**src/rtl/imem_loader.sv**
```systemverilog
// Boot-time loader: assembles a length-prefixed byte stream into 16-bit words and writes them
// to instruction memory from address 0 while holding the CPU in reset. Optional checksum: IMEM_LOADER_CHECKSUM_EN.
module imem_loader #(
    parameter int ADDR_W    = 16,
    parameter int DATA_W    = 16,
    parameter int MAX_WORDS = 1024
) (
    input  logic              clk,
    input  logic              rst,
    input  logic              start,
    input  logic              in_valid,
    output logic              in_ready,
    input  logic [7:0]        in_data,
    output logic              mem_wen,
    output logic [ADDR_W-1:0] mem_addr,
    output logic [DATA_W-1:0] mem_wdata,
    output logic              cpu_hold,
    output logic              busy,
    output logic              done,
    output logic              err
);

    // state   | meaning
    // IDLE    | waiting for first start after reset
    // LEN_HI  | accepting length high byte
    // LEN_LO  | accepting length low byte
    // DATA_HI | accepting word high byte
    // DATA_LO | accepting word low byte, word + write enable registered
    // WRITE   | mem_wen high for this one cycle
    // CHK     | accepting checksum byte (checksum build only)
    // DONE    | load finished, done/err valid
    typedef enum logic [2:0] {
        S_IDLE, S_LEN_HI, S_LEN_LO, S_DATA_HI, S_DATA_LO, S_WRITE, S_CHK, S_DONE
    } state_t;

`ifdef IMEM_LOADER_CHECKSUM_EN
    localparam state_t S_FIN = S_CHK;
`else
    localparam state_t S_FIN = S_DONE;
`endif

    state_t      state, state_nxt;
    logic [7:0]  len_hi;
    logic [7:0]  hi_byte;
    logic [15:0] words_left;
    logic [16:0] wr_idx;
    logic        hs;
    logic        in_range;
`ifdef IMEM_LOADER_CHECKSUM_EN
    logic [7:0]  chk;
`endif

    assign hs       = in_valid & in_ready;
    assign in_range = ({15'd0, wr_idx} < 32'(MAX_WORDS));
    assign busy     = (state != S_IDLE) && (state != S_DONE);
    assign cpu_hold = busy;
    assign done     = (state == S_DONE);

    always_ff @(posedge clk or negedge rst) begin
        if (!rst) state <= S_IDLE;
        else      state <= state_nxt;
    end

    always_comb begin
        state_nxt = state;
        in_ready  = 1'b0;
        case (state)
            S_IDLE:    if (start) state_nxt = S_LEN_HI;
            S_LEN_HI: begin
                in_ready = 1'b1;
                if (in_valid) state_nxt = S_LEN_LO;
            end
            S_LEN_LO: begin
                in_ready = 1'b1;
                if (in_valid) state_nxt = ({len_hi, in_data} == 16'd0) ? S_FIN : S_DATA_HI;
            end
            S_DATA_HI: begin
                in_ready = 1'b1;
                if (in_valid) state_nxt = S_DATA_LO;
            end
            S_DATA_LO: begin
                in_ready = 1'b1;
                if (in_valid) state_nxt = S_WRITE;
            end
            S_WRITE:   state_nxt = (words_left == 16'd1) ? S_FIN : S_DATA_HI;
            S_CHK: begin
                in_ready = 1'b1;
                if (in_valid) state_nxt = S_DONE;
            end
            S_DONE:    if (start) state_nxt = S_LEN_HI;
            default:   state_nxt = S_IDLE;
        endcase
    end

    // Words remaining is a down-counter loaded from the length; terminal count 1 ends the image.
    always_ff @(posedge clk or negedge rst) begin
        if (!rst) begin
            len_hi     <= '0;
            hi_byte    <= '0;
            words_left <= '0;
            wr_idx     <= '0;
            mem_wen    <= 1'b0;
            mem_addr   <= '0;
            mem_wdata  <= '0;
            err        <= 1'b0;
`ifdef IMEM_LOADER_CHECKSUM_EN
            chk        <= '0;
`endif
        end else begin
            mem_wen <= 1'b0;
            if (start && ((state == S_IDLE) || (state == S_DONE))) begin
                wr_idx <= '0;
                err    <= 1'b0;
`ifdef IMEM_LOADER_CHECKSUM_EN
                chk    <= '0;
`endif
            end
`ifdef IMEM_LOADER_CHECKSUM_EN
            if (hs && (state != S_CHK)) chk <= chk ^ in_data;
`endif
            case (state)
                S_LEN_HI:  if (hs) len_hi <= in_data;
                S_LEN_LO:  if (hs) words_left <= {len_hi, in_data};
                S_DATA_HI: if (hs) hi_byte <= in_data;
                S_DATA_LO: if (hs) begin
                    mem_wdata <= DATA_W'({hi_byte, in_data});
                    mem_addr  <= ADDR_W'(wr_idx);
                    mem_wen   <= in_range;
                    if (!in_range) err <= 1'b1;
                end
                S_WRITE: begin
                    wr_idx     <= wr_idx + 17'd1;
                    words_left <= words_left - 16'd1;
                end
`ifdef IMEM_LOADER_CHECKSUM_EN
                S_CHK:     if (hs && (in_data != chk)) err <= 1'b1;
`endif
                default: ;
            endcase
        end
    end

endmodule

```
**config.mk**
```make
export PLATFORM = sky130hd
export DESIGN_NAME = imem_loader
export DESIGN_NICKNAME = d
export VERILOG_FILES = /design/src/rtl/imem_loader.sv
export SDC_FILE = /design/constraint.sdc
export NUM_CORES = 1
export LEC_CHECK = 0
export ABC_AREA = 1
export CAP_MARGIN = 20
export CORE_MARGIN = 3
export CORE_UTILIZATION = 31
export CTS_BUF_LIST = sky130_fd_sc_hd__clkbuf_8
export DETAILED_ROUTE_END_ITERATION = 16
export SYNTH_ARGS = -nofsm -noshare
export SYNTH_HDL_FRONTEND = slang
export SYNTH_SLANG_ARGS = --single-unit
export TNS_END_PERCENT = 5
```
**constraint.sdc**
```tcl
create_clock -name clk -period 1.9 [get_ports clk]
set_clock_uncertainty 0.15 [all_clocks]
set_input_delay 0.38 -clock clk [delete_from_list [all_inputs] [get_ports clk]]
set_output_delay 0.38 -clock clk [all_outputs]
set_load 0.01 [all_outputs]
```
==> results_tabular.tex, run 1 <==
\begin{tabular}{lr}
\hline
Metric & Value \\
\hline
\multicolumn{2}{l}{\textbf{Logic synthesis}} \\
\quad Area of the mapped netlist & roughly 4400 um\^{}2 \\
\quad Post-synth ARST share & 1.00 \\
\quad Portion of the post-synthesis area used by sequential elements & 0.488 \\
\quad Register bit total from synthesis & 86 \\
\quad Top flip-flop cell by instance count after synthesis & dfrtp\_1 \\
\quad Synthesized-area fraction occupied by ao, oa, aoi and oai cells & 0.113 \\
\quad Ranking of synthesized cells by area & dfrtp\_1, nand2\_1, o21ai\_0, inv\_1, nand3\_1 \\
\quad Multiplexer share of the synthesized area & 0.00227 \\
\quad Basic-gate share of the synthesized area counting and, or, nand and nor cells & 0.302 \\
\quad Number of synthesized flops with an enable pin & 0 \\
\quad Leading area contributor after synthesis & dfrtp\_1 \\
\quad Count of yosys warnings during synthesis & 0 \\
\quad Post-Synthesis Cells & 584 \\
\quad Post-Syn Area per Cell & 7.55 um\^{}2 \\
\quad Xor and xnor fraction of the mapped netlist area & 0.00199 \\
\quad Number of distinct library cell variants in the gate-level netlist after synthesis & 29 \\
\quad Proportion of netlist area held by the largest area contributor & 0.488 \\
\quad Largest family of logic cells by synthesized area & simple AND/OR/NAND/NOR gates \\
\quad Synthesized netlist net count & about 600 \\
\quad Share of synthesized cell area in full adder, half adder and majority cells & 0.0199 \\
\multicolumn{2}{l}{\textbf{Timing}} \\
\quad Max Slew Vio Count & 0 \\
\quad Worst hold slack & 0.325 ns \\
\quad Count of final setup violators & 4 \\
\quad Final worst-path cycle share & 1.02 \\
\quad Final critical delay including setup and external delays & just under 2 ns \\
\quad Final hold viol count & 0 \\
\quad Slew @ Worst Pin & 0.425 ns \\
\quad Unrepaired setup endpoints after global routing & yes \\
\quad Final worst setup slack & -0.0464 ns \\
\quad Max Freq & a little over 500 MHz \\
\quad Remaining max-slew budget at the tightest pin & 0.717 \\
\multicolumn{2}{l}{\textbf{Die}} \\
\quad Standard-cell row count & 42 \\
\quad Initial core utilization & 0.325 \\
\quad Vertical die dimension & 125 um \\
\quad Die footprint & approximately 16000 um\^{}2 \\
\quad Core region area & 13600 um\^{}2 \\
\quad Overall die width & approximately 130 um \\
\quad Ports placed on the boundary & 50 \\
\multicolumn{2}{l}{\textbf{Critical path}} \\
\quad Critical path class & flop to primary output \\
\quad Capturing element type of the critical path & primary output \\
\quad WP data required & approximately 1.4 ns \\
\quad Cell breakdown of the critical path & buf\_4 -> buf\_4 -> nand2\_2 -> nand3\_4 -> buf\_6 \\
\quad Biggest fanout along the worst timing path & 3 \\
\quad Max incr delay on CP & 0.42 ns \\
\quad Largest delay contributor family on the critical path & buffers and inverters \\
\quad Data arrival, critical path & 1.42 ns \\
\quad Critical path buffers and inverters & 3 \\
\quad Crit path launch type & flop \\
\quad Cell at the slowest stage of the critical path & dfrtp\_1 \\
\quad Most common cell on crit path & buf\_4 \\
\multicolumn{2}{l}{\textbf{Pwr}} \\
\quad Maximum ir drop on the vdd rail & 0.000667 V \\
\quad Total Power Consumption & approximately 8400 uW \\
\quad Static Leakage & 0.00266 uW \\
\quad Cell area power density & 1480 nW/um\^{}2 \\
\multicolumn{2}{l}{\textbf{CTS}} \\
\quad H-tree levels & 3 \\
\quad Longest Clk Path Bufs & 2 \\
\quad Clock slew seen by the registers of the worst setup and hold paths & 0.09 ns \\
\quad Num CTS Buffers & 9 \\
\quad CTS sink cnt & 86 \\
\quad CTS tree & built \\
\quad Buffer cell driving the clock tree root & clkbuf\_8 \\
\quad Clk\_lat worst skew & approximately 0.38 ns \\
\multicolumn{2}{l}{\textbf{Route}} \\
\quad Remaining antenna violation count & 0 \\
\quad Met1 Routed Length & 5370 um \\
\quad Highest metal layer with signal wires & met4 \\
\quad Sum of met3 wire segment lengths after detailed routing & $\sim$460 um \\
\quad TritonRoute pass-1 iters & 4 \\
\quad Routed WL & 11800 um \\
\quad Total DRC errors in the routed layout & 0 \\
\quad Wirelength per Cell & 13.8 um \\
\quad Number of DRC markers after the initial detailed-route iteration & 314 \\
\quad Met2 wire length & 5740 um \\
\quad Per-cell via count in the routed design & 4.81 \\
\quad Vias after detailed routing & around 4100 \\
\multicolumn{2}{l}{\textbf{Run}} \\
\quad Max capacitance violation total & 0 \\
\multicolumn{2}{l}{\textbf{Placed design}} \\
\quad Routability Congestion & 0.907 \\
\quad Sum of net half-perimeters after detailed placement & 8510 um \\
\quad Setup slack at placement & -0.0804 ns \\
\quad Port buffer count & 49 \\
\multicolumn{2}{l}{\textbf{Finish}} \\
\quad Fill cell instance count of the final layout & 1405 \\
\quad Fraction of layout instances using a drive strength above 1 & 0.133 \\
\quad Most frequent standard cell in the layout excluding fill and tap cells & nand2\_1 \\
\quad Final standard cell utilization of the core & 0.419 \\
\quad Layout area overhead & 28.7\% \\
\quad Post-layout nets & 691 \\
\quad Most frequent cells in the layout & nand2\_1, dfrtp\_1, o21ai\_0 \\
\quad Count of inserted antenna diode cells & 0 \\
\multicolumn{2}{l}{\textbf{Status}} \\
\quad Failing checks & setup timing \\
\quad Result of the run & complete, but fails checks \\
\multicolumn{2}{l}{\textbf{Global routing}} \\
\quad Largest net degree at the start of global routing & 31 \\
\quad Initial antenna violation count & 0 \\
\quad First-pass GRT wire length & 20000 um \\
\quad Overflow after GRT & 0 \\
\quad Global router's overall resource usage & 0.155 \\
\quad Number of global-route vias before repair & 4125 \\
\multicolumn{2}{l}{\textbf{Min path}} \\
\quad Hold Path Class & input port to async pin \\
\hline
\end{tabular}
==> path summary, 6_finish.rpt <==
check / startpoint / end / slack (ns) / cells past startpoint
hold reg to reg: hi_byte[3] / mem_wdata[11] / 0.34 / 2
hold / removal: rst / mem_addr[6] / 0.33 / 2
setup reg to reg: state[0] / state[1] / 0.02 / 10
setup / recovery: state[1] / in_ready / -0.05 / 5
max in group asynchronous: rst / wr_idx[4] / 0.75 / 3
min in group clk: hi_byte[3] / mem_wdata[11] / 0.34 / 2
==> cells by family (layout without fill, tap and decap cells) <==
group	after synthesis	count (layout)
adder cells (fa/ha/maj)	7	7
multiplexers	1	1
XOR/XNOR	1	1
AO/OA/AOI/OAI	91	91
AND/OR/NAND/NOR	322	322
buffers and inverters	76	169
flip-flops	86	86
==> synth_stat cells, types with 2 or more instances <==
| library cell | count |
|---|---|
| nand2_1 | 205 |
| dfrtp_1 | 86 |
| o21ai_0 | 68 |
| inv_1 | 57 |
| nor2_1 | 50 |
| nand3_1 | 41 |
| o21a_1 | 13 |
| nor3_1 | 9 |
| buf_2 | 8 |
| nand4_1 | 8 |
| ha_1 | 7 |
| a21oi_1 | 5 |
| buf_4 | 4 |
| clkbuf_1 | 3 |
| nand2_2 | 3 |
| inv_2 | 2 |
| nor2_4 | 2 |
| o22ai_1 | 2 |
==> registers in the layout, indices dropped and copies added (netlist names) <==
name	flops
mem_wdata	16
err	1
wr_idx	17
hi_byte	8
state	3
len_hi	8
mem_wen	1
mem_addr	16
words_left	16
==> report_power, final <==
| group | switching [uW] | internal [uW] |
|---|---|---|
| sequential | 537 | 2590 |
| clock | 706 | 506 |
| combinational | 2240 | 1820 |
==> cell type report <==
type                       instances  area (um^2)  share of cell area
inverter                          59          225              0.0397
timing repair buffer              94          882               0.155
tap                              176          220              0.0388
clock buffer                      10          138              0.0243
clock inverter                     6         38.8             0.00683
multi-input combinational        422         2020               0.356
sequential                        86         2150               0.379
==> repair_timing <==
action / CTS / global route
cloned: 0 / 1
hold endpoints to repair: 28 / 0
hold buffers: 1 / 0
pin swaps: 4 / 2
resized for setup: 30 / 15
setup endpoints to repair: 12 / 30
buffers inserted: 5 / 1
==> per-layer routing <==
layer | track usage | up-vias
li1 | - | 2048
met4 | 0.0491 | 0
met1 | 0.200 | 1962
met2 | 0.259 | 80
met3 | 0.0367 | 17
met5 | 0 | -
==> worst reg2reg max path, stage by stage, from the launching register on <==
cell      delay [ns]
dfrtp_1         0.43
buf_6           0.14
ha_4            0.16
nand2_4         0.06
buf_4           0.10
buf_4           0.10
nand2_1         0.04
o21bai_1        0.21
nand2_2         0.14
nor2_1          0.16
a21oi_1         0.07
==> per-stage QoR <==
step,setup TNS (ns),area [um^2],cells
after floorplan,0,4410,584
after global placement,-0.0282,5360,829
after detailed placement,-0.214,5360,829
after CTS,-0.132,5620,851
after global routing,-1.06,5680,853
final,-0.141,5680,853
No activity file was read; power rests on OpenSTA's default activity.
==> run 2, diff against run 1 <==
--- a/config.mk
+++ b/config.mk
@@ -7,9 +7,10 @@
 export LEC_CHECK = 0
 export ABC_AREA = 1
 export CAP_MARGIN = 20
+export CORE_ASPECT_RATIO = 1.75
 export CORE_MARGIN = 3
 export CORE_UTILIZATION = 31
-export CTS_BUF_LIST = sky130_fd_sc_hd__clkbuf_8
+export CTS_BUF_LIST = sky130_fd_sc_hd__clkbuf_8 sky130_fd_sc_hd__clkbuf_16
 export DETAILED_ROUTE_END_ITERATION = 16
 export SYNTH_ARGS = -nofsm -noshare
 export SYNTH_HDL_FRONTEND = slang
==> run 2 against run 1 <==
The run still ends with setup timing left; critical path depth is the same; combinational power grew 1%; die area grew 0.36%; clock-buffer cell count shrank 1; maximum frequency grew 1.3%; hold slack lost 0.0057 ns; critical endpoint unchanged.
==> results_tabular.tex, run 2 (same netlist as run 1, synthesis figures left out) <==
\begin{tabular}{lr}
\hline
Metric & Value \\
\hline
\multicolumn{2}{l}{\textbf{Placed design}} \\
\quad Placed insts & 833 \\
\quad Port buffer count & 49 \\
\quad Sum of net half-perimeters after detailed placement & between 9000 and 10000 um \\
\quad Post-detailed-placement cell area & 5390 um\^{}2 \\
\quad Routability Congestion & between 0.9 and 1 \\
\multicolumn{2}{l}{\textbf{Finish}} \\
\quad Count of inserted antenna diode cells & 0 \\
\quad Non-Filler Instances & 854 \\
\quad Area of the multi-input gates & about 2000 um\^{}2 \\
\quad Final standard cell utilization of the core & 0.419 \\
\quad Fraction of layout instances using a drive strength above 1 & 0.142 \\
\quad Fill cell instance count of the final layout & 1402 \\
\quad Post-route cell area & 5830 um\^{}2 \\
\quad Post-layout nets & approximately 690 \\
\quad Register bank with the most flops & wr\_idx \\
\quad Max FFs per register & 17 \\
\quad Layout area overhead & 32.3\% \\
\quad Most frequent standard cell in the layout excluding fill and tap cells & nand2\_1 \\
\quad Area taken by flip-flops and latches & 2150 um\^{}2 \\
\quad Most frequent cells in the layout & nand2\_1, dfrtp\_1, o21ai\_0 \\
\multicolumn{2}{l}{\textbf{Critical path}} \\
\quad Critical path buffers and inverters & 2 \\
\quad Cell at the slowest stage of the critical path & dfrtp\_1 \\
\quad Crit path launch type & flop \\
\quad Cell breakdown of the critical path & buf\_6 -> ha\_4 -> nand2\_4 -> nand3\_4 -> buf\_6 \\
\quad Capturing element type of the critical path & primary output \\
\quad Data arrival, critical path & 1.39 ns \\
\quad Max incr delay on CP & roughly 0.42 ns \\
\quad Critical path class & flop to primary output \\
\quad Largest delay contributor family on the critical path & flip-flops \\
\quad WP data required & 1.37 ns \\
\quad Most common cell on crit path & buf\_6 \\
\quad Biggest fanout along the worst timing path & 3 \\
\multicolumn{2}{l}{\textbf{Run}} \\
\quad Max capacitance violation total & 0 \\
\multicolumn{2}{l}{\textbf{Timing}} \\
\quad Count of final setup violators & 4 \\
\quad Final worst-path cycle share & 1.01 \\
\quad Final critical delay including setup and external delays & 1.92 ns \\
\quad Max Slew Vio Count & 0 \\
\quad Unrepaired setup endpoints after global routing & yes \\
\quad Remaining max-slew budget at the tightest pin & 0.722 \\
\quad Final hold viol count & 0 \\
\quad Slew @ Worst Pin & 0.415 ns \\
\quad Final worst setup slack & -0.0208 ns \\
\quad Max Freq & 521 MHz \\
\quad Worst hold slack & 0.320 ns \\
\multicolumn{2}{l}{\textbf{CTS}} \\
\quad CTS tree & built \\
\quad H-tree levels & 3 \\
\quad Clock slew seen by the registers of the worst setup and hold paths & 0.07 ns \\
\quad Clk\_lat worst skew & 0.34 ns \\
\quad CTS sink cnt & 86 \\
\quad Longest Clk Path Bufs & 2 \\
\quad Num CTS Buffers & 9 \\
\quad Buffer cell driving the clock tree root & clkbuf\_16 \\
\multicolumn{2}{l}{\textbf{Route}} \\
\quad Routed WL & 12000 um \\
\quad Wirelength per Cell & 14.1 um \\
\quad Remaining antenna violation count & 0 \\
\quad Number of DRC markers after the initial detailed-route iteration & approximately 240 \\
\quad Total DRC errors in the routed layout & 0 \\
\quad Per-cell via count in the routed design & 4.80 \\
\quad Vias after detailed routing & approximately 4100 \\
\quad TritonRoute pass-1 iters & 6 \\
\multicolumn{2}{l}{\textbf{Pwr}} \\
\quad Maximum ir drop on the vdd rail & 0.000514 V \\
\quad Static Leakage & 0.00273 uW \\
\quad Cell area power density & 1560 nW/um\^{}2 \\
\multicolumn{2}{l}{\textbf{Global routing}} \\
\quad First-pass GRT wire length & just under 20000 um \\
\quad Overflow after GRT & 0 \\
\quad Initial antenna violation count & 0 \\
\quad Largest net degree at the start of global routing & 36 \\
\quad Global router's overall resource usage & 0.160 \\
\quad Number of global-route vias before repair & 4103 \\
\multicolumn{2}{l}{\textbf{Die}} \\
\quad Core region area & 13900 um\^{}2 \\
\quad Initial core utilization & 0.317 \\
\quad Ports placed on the boundary & 50 \\
\quad Overall die width & around 96 um \\
\quad Die footprint & 15800 um\^{}2 \\
\quad Standard-cell row count & 57 \\
\quad Vertical die dimension & around 160 um \\
\multicolumn{2}{l}{\textbf{Status}} \\
\quad Result of the run & complete, but fails checks \\
\quad Failing checks & setup timing \\
\multicolumn{2}{l}{\textbf{Min path}} \\
\quad Hold Path Class & flop to flop \\
\hline
\end{tabular}
==> run 2: changes by cell type in the layout (fill, tap and decap cells not counted), sizes merged <==
| cell | change |
|---|---|
| bufinv | +1 |
| clkinv | -2 |
| inv | +2 |
| clkbuf | -1 |
==> run 2: power breakdown <==
| group | switching [uW] | total, uW | internal, uW |
|---|---|---|---|
| Sequential | 572 | 3170 | 2600 |
| Combinational | 2250 | 4100 | 1850 |
| Clock | 780 | 1810 | 1030 |
| Total | 3600 | 9080 | 5480 |
==> run 2: path summary, 6_finish.rpt <==
path / start / to / slack, ns / depth (start not counted)
worst max-delay path: state[0] / in_ready / -0.02 / 5
worst min-delay path: hi_byte[6] / mem_wdata[14] / 0.32 / 2
worst max register to register: state[0] / words_left[11] / 0.06 / 12
worst min register to register: hi_byte[6] / mem_wdata[14] / 0.32 / 2
max in group asynchronous: rst / wr_idx[0] / 0.72 / 3
min in group asynchronous: rst / state[1] / 0.35 / 2
==> run 2: routing by layer <==
metal,up-vias,global-route usage,part of all wire
met2,102,0.288,0.54
met5,-,0,0
met3,33,0.0220,0.027
met1,1921,0.173,0.38
li1,2046,-,-
met4,0,0.0913,0.044
==> run 2: worst reg2reg max path: cells and delay by family (launching register included) <==
family	cells	cell delay (ns)
adder cells (fa/ha/maj)	1	0.16
flip-flops	1	0.42
AND/OR/NAND/NOR	5	0.37
buffers and inverters	6	0.62
==> run 2: area by class of cell <==
cell class                 instances  area share
clock buffer                       9      0.0386
clock inverter                     7      0.0137
inverter                          59      0.0388
multi-input combinational        422       0.346
sequential                        86       0.369
tap                              177      0.0380
timing repair buffer              94       0.155
==> run 2: stage by stage <==
stage | TNS, ns | worst slack, ns | power (uW)
2_1_floorplan | 0 | 0.203 | 5220
3_3_place_gp | -0.168 | -0.0608 | 6900
3_5_place_dp | -0.374 | -0.105 | 7030
4_1_cts | -0.141 | -0.0495 | 8990
5_1_grt | -0.297 | -0.0552 | 9800
6_report | -0.0779 | -0.0208 | 9080
==> run 2: timing repair <==
action                     CTS  global route
gates resized for setup     29            26
hold endpoints to repair    22             0
hold buffers                 1             0
setup buffers                4             0
setup endpoints to repair   10            30
pin swaps                    2             4
